--- src/rtl/mul_exu_ctrl.sv ---
// Purpose : Issue/writeback sequencer between the integer pipe and an external multiplier (MUL/MULH/MULHSU/MULHU/MULW).
// Latency : a zero operand gives a result 1 cycle after accept; otherwise 1 (issue) + multiplier latency + 1 (capture).
// Backpres: one op in flight; in_ready only in IDLE; issue waits on mul_out_ready; the result is held in DONE until out_ready.
//
// Ports:
//   clock, reset                        : single clock, synchronous active-high reset
//   in_valid/in_ready, in_op, in_word,
//   in_rs1, in_rs2, in_rd               : upstream issue handshake and operands
//   flush                               : cancel the op in flight
//   mul_in_valid, mul_flush, mul_mulw,
//   mul_signed, mul_multiplicand,
//   mul_multiplier                      : request to the multiplier
//   mul_out_ready, mul_out_valid,
//   mul_result_hi, mul_result_lo        : multiplier status and response
//   out_valid/out_ready, out_data,
//   out_rd                              : writeback handshake
module mul_exu_ctrl (
  input  logic        clock,
  input  logic        reset,
  input  logic        in_valid,
  output logic        in_ready,
  input  logic [1:0]  in_op,
  input  logic        in_word,
  input  logic [63:0] in_rs1,
  input  logic [63:0] in_rs2,
  input  logic [4:0]  in_rd,
  input  logic        flush,
  output logic        mul_in_valid,
  output logic        mul_flush,
  output logic        mul_mulw,
  output logic [1:0]  mul_signed,
  output logic [63:0] mul_multiplicand,
  output logic [63:0] mul_multiplier,
  input  logic        mul_out_ready,
  input  logic        mul_out_valid,
  input  logic [63:0] mul_result_hi,
  input  logic [63:0] mul_result_lo,
  output logic        out_valid,
  input  logic        out_ready,
  output logic [63:0] out_data,
  output logic [4:0]  out_rd
);

  localparam logic [1:0] OP_MUL    = 2'd0;
  localparam logic [1:0] OP_MULH   = 2'd1;
  localparam logic [1:0] OP_MULHSU = 2'd2;
  localparam logic [1:0] OP_MULHU  = 2'd3;

  typedef enum logic [2:0] {
    S_IDLE,
    S_ISSUE,
    S_WAIT,
    S_DONE,
    S_DRAIN
  } state_t;

  state_t      state;
  logic [1:0]  op_q;
  logic        word_q;
  logic [4:0]  rd_q;
  logic [63:0] mcand_q;
  logic [63:0] mplier_q;
  logic [1:0]  signed_q;
  logic [63:0] result_q;

  logic [63:0] prep_a;
  logic [63:0] prep_b;
  logic        prep_zero;
  logic [1:0]  prep_signed;
  logic        accept;
  logic [63:0] res_sel;

  // Operand preparation: word ops work on the sign-extended low halves.
  always_comb begin
    prep_a = in_rs1;
    prep_b = in_rs2;
    if (in_word) begin
      prep_a = {{32{in_rs1[31]}}, in_rs1[31:0]};
      prep_b = {{32{in_rs2[31]}}, in_rs2[31:0]};
    end
  end

  assign prep_zero = (prep_a == 64'd0) || (prep_b == 64'd0);

  // {multiplicand signed, multiplier signed}; MULW shares the MUL encoding.
  always_comb begin
    prep_signed = 2'b11;
    case (in_op)
      OP_MULHSU: prep_signed = 2'b10;
      OP_MULHU:  prep_signed = 2'b00;
      default:   prep_signed = 2'b11;
    endcase
  end

  // A flush in IDLE drops in_ready so that no accept can happen that cycle.
  assign in_ready = (state == S_IDLE) && !flush && !reset;
  assign accept   = in_valid && in_ready;

  // Result selection from the multiplier response.
  always_comb begin
    res_sel = mul_result_hi;
    if (op_q == OP_MUL) begin
      if (word_q) begin
        res_sel = {{32{mul_result_lo[31]}}, mul_result_lo[31:0]};
      end else begin
        res_sel = mul_result_lo;
      end
    end
  end

  always_ff @(posedge clock) begin
    if (reset) begin
      state    <= S_IDLE;
      op_q     <= OP_MUL;
      word_q   <= 1'b0;
      rd_q     <= 5'd0;
      mcand_q  <= 64'd0;
      mplier_q <= 64'd0;
      signed_q <= 2'b00;
      result_q <= 64'd0;
    end else begin
      case (state)
        S_IDLE: begin
          if (accept) begin
            op_q     <= in_op;
            word_q   <= in_word;
            rd_q     <= in_rd;
            mcand_q  <= prep_a;
            mplier_q <= prep_b;
            signed_q <= prep_signed;
            result_q <= 64'd0;
            state    <= prep_zero ? S_DONE : S_ISSUE;
          end
        end
        S_ISSUE: begin
          if (flush) begin
            state <= S_IDLE;
          end else if (mul_out_ready) begin
            state <= S_WAIT;
          end
        end
        S_WAIT: begin
          if (flush) begin
            // A response arriving in the flush cycle is already consumed,
            // so there is nothing left to drain.
            state <= mul_out_valid ? S_IDLE : S_DRAIN;
          end else if (mul_out_valid) begin
            result_q <= res_sel;
            state    <= S_DONE;
          end
        end
        S_DONE: begin
          if (flush) begin
            result_q <= 64'd0;
            state    <= S_IDLE;
          end else if (out_ready) begin
            state <= S_IDLE;
          end
        end
        S_DRAIN: begin
          if (mul_out_valid) begin
            state <= S_IDLE;
          end
        end
        default: state <= S_IDLE;
      endcase
    end
  end

  // Outputs are forced to their idle values while reset is high, since the
  // synchronous clear only lands at the next edge.
  assign mul_in_valid     = (state == S_ISSUE) && mul_out_ready && !flush && !reset;
  assign mul_flush        = (state == S_WAIT) && flush && !reset;
  assign mul_mulw         = reset ? 1'b0 : word_q;
  assign mul_signed       = reset ? 2'b00 : signed_q;
  assign mul_multiplicand = reset ? 64'd0 : mcand_q;
  assign mul_multiplier   = reset ? 64'd0 : mplier_q;

  assign out_valid = (state == S_DONE) && !reset;
  assign out_data  = out_valid ? result_q : 64'd0;
  assign out_rd    = out_valid ? rd_q : 5'd0;

endmodule

--- config.mk ---
export PLATFORM = sky130hd
export DESIGN_NAME = mul_exu_ctrl
export DESIGN_NICKNAME = d
export VERILOG_FILES = /design/src/rtl/mul_exu_ctrl.sv
export SDC_FILE = /design/constraint.sdc
export NUM_CORES = 1
export LEC_CHECK = 0
export CORE_AREA = 2 2 187 189
export CTS_BUF_LIST = sky130_fd_sc_hd__clkbuf_8
export DETAILED_ROUTE_END_ITERATION = 10
export DIE_AREA = 0 0 189 191
export PLACE_DENSITY_LB_ADDON = 0.08
export REMOVE_ABC_BUFFERS = 1
export SYNTH_ARGS = -nofsm -noshare
export SYNTH_HDL_FRONTEND = slang
export SYNTH_SLANG_ARGS = --single-unit
--- constraint.sdc ---
create_clock -name clock -period 2.5 [get_ports clock]
set_input_delay 0.25 -clock clock [delete_from_list [all_inputs] [get_ports clock]]
set_output_delay 0.25 -clock clock [all_outputs]
set_load 0.02 [all_outputs]
==> results.ini <==
[outcome]
status=completed

[place]
portBuffers=474
gp_congestion=0.816
dp_cells=2147
dp_hpwl_um=27500

[floorplan]
die_y_um=191
dieArea_um2=36100
placementRows=68
fp.coreArea_um2=34100
ios=475
dieWidth_um=189
start_util_pct=28.7

[sta]
hold_slack_ns=0.147
worstMarginPinSlew_ns=0.651
finClkSkew_ns=0.00879
drv_slew=0
fmax_ghz=0.420
setup_viol=0
max-slew-margin-rel_pct=56.6
hold_viol=0
min_period_over_period_pct=95.3
fin_crit_ns=2.38
tns_ns=0
rsz0062_at_grt=false

[clocking]
clk_pin_slew_ns=0.06
cts_buffer_depth=3
cts_buffers=40
clock_latency_ns=0.52
root_buffer=clkbuf_8
cts_tree=built
htreeDepth=2
cts.sinks=205

[detailed_routing]
avgViaCountPerCell=4.65
drt_first_pass_iters=5
totalWireLength_um=38800
vias=10300
drtIter0Drc=439
drc=0
drtAntennaViolNets=0
wl_per_cell_um=17.5

[global_route]
antenna_found_initial=2
grt_pass1_wl_um=58600
track_usage_pct=20.5
grt_pass1_vias=10100
grt_max_degree=144
overflow=0

[setup_path]
r2r_start=state[0]$_SDFFE_PP0P_
critPathMaxFanout=35
criticalPathCategory=register to output port
cp_data_arrival_time_ns=2.13
reg2reg_slack_ns=0.45
ff2ff_path_depth=7
critPathLaunchType=register
crit_required_ns=2.25
reg2reg_to=result_q[15]$_SDFFE_PP0P_
cp-end-kind=output port

[power]
vdd_drop_max_uv=318
powerDensity_nw_per_um2=496
p_total_w=0.00781
leakage_nw=5.89

[hold_path]
hp-class=primary input to register
min_delay_path_depth=4
hp-start=reset
hold_end=mplier_q[40]$_SDFFE_PP0P_

[synth]
ys_seq_elements=205
synth.top_cell.area_share_pct=41.9
synth_cell_types=34
syn_area_per_cell_um2=7.50
ys_seq_area_share_pct=41.9
synth_top_area_cell=dfxtp_1
synth_cells=1305
synth.cell_area_um2=9790
synth_area_leaders=dfxtp_1, nand2_1, a21oi_1
ys_warn_count=0

[cells_and_area]
fin_util_pct=46.2
layout_commonest_cell=clkdlybuf4s50_1
final_cell_mix=clkdlybuf4s50_1, nand2_1, dfxtp_1, a21oi_1, nor2b_1
finalNonFillerCells=2221
synthToLayoutAreaGrowth_pct=60.9
nets=2008
drive_gt1_share_pct=7.54

[run]
cap_violations=0

-- critical path, stage by stage (launching register included) --
cell and delay [ns]:
dfxtp_2 0.39, nand2_1 0.11, nor3_4 0.25, buf_4 0.18
buf_16 0.18, and2_1 0.14, dlygate4sd2_1 0.33
-- Yosys cell counts, drive strengths merged --
| library cell | instances |
|---|---|
| o211ai | 1 |
| and2 | 72 |
| nor3 | 6 |
| a21o | 1 |
| nand2 | 278 |
| and3b | 1 |
| nor4 | 32 |
| a32oi | 1 |
| or4 | 1 |
| nand3 | 36 |
| mux2i | 1 |
| a311o | 1 |
| o2111ai | 32 |
| nor3b | 2 |
| nor2b | 131 |
| mux2 | 33 |
| dfxtp | 205 |
| a31oi | 1 |
| nor2 | 5 |
| clkbuf | 103 |
| mux4 | 1 |
| nand2b | 1 |
| a211oi | 1 |
| or3 | 3 |
| nand4 | 4 |
| o21ai | 100 |
| inv | 33 |
| a21oi | 202 |
| buf | 17 |
-- logic make-up after synthesis --
family	Yosys count	synth area share, %
and+or+nand+nor	572	28.8
AOI/OAI and AO/OA	340	18.9
DFF	205	41.9
buffers and inverters	153	6.22
muxes	35	4.13
-- power breakdown --
group          leakage [nW]  internal (W)  switching [W]
logic                  3.77      0.000671       0.000573
registers              1.66       0.00337      0.0000290
clock network         0.459       0.00172        0.00145
-- how the worst max path moves through the flow --
stage	startpoint	end	slack, ns
floorplan	state[0]$_SDFFE_PP0P_	result_q[32]$_SDFFE_PP0P_	-2.74
global placement	flush	result_q[0]$_SDFFE_PP0P_	0.18
detailed placement	flush	result_q[15]$_SDFFE_PP0P_	0.15
CTS	state[0]$_SDFFE_PP0P_	out_data[38]	0.06
global route	state[0]$_SDFFE_PP0P_	out_data[51]	0.0002
finish	state[0]$_SDFFE_PP0P_	out_data[23]	0.12
-- registers in the layout, summed over array words and instances (netlist names) --
name and cells:
mcand_q 64, mplier_q 64, result_q 64, rd_q 5, state 3, op_q 2, signed_q 2, word_q 1
-- routing by layer --
layer	track usage, %	wire, um
met4	5.17	784
met5	0	23
met1	24.7	16200
met3	6.66	3370
met2	35.2	18400
-- stage by stage --
stage | setup slack (ns) | cell area, um2
finish | 0.118 | 15800
global route | 0.000158 | 15800
CTS | 0.0635 | 15700
detailed placement | 0.152 | 15000
global placement | 0.180 | 15000
floorplan | -2.74 | 9310
-- area by class of cell --
class | instances | area [um2]
diodes | 1 | 2.50
clock buffers | 48 | 661
clock inverters | 22 | 85.1
fillers | 3486 | 18400
inverters | 33 | 124
multi-input cells | 947 | 5120
flip-flops and latches | 205 | 4110
well taps | 455 | 569
repair buffers | 510 | 5090
-- what timing repair did --
item                                   4_1_cts  5_1_grt
endpoints found under the hold margin        1        0
hold buffers                                 1        0
resized for setup                           74       21
pin swaps                                    1        0
setup endpoints to repair                   71       19
cloned                                       1        0
buffers inserted                             1        0
Power figures use the tool's default switching activity.
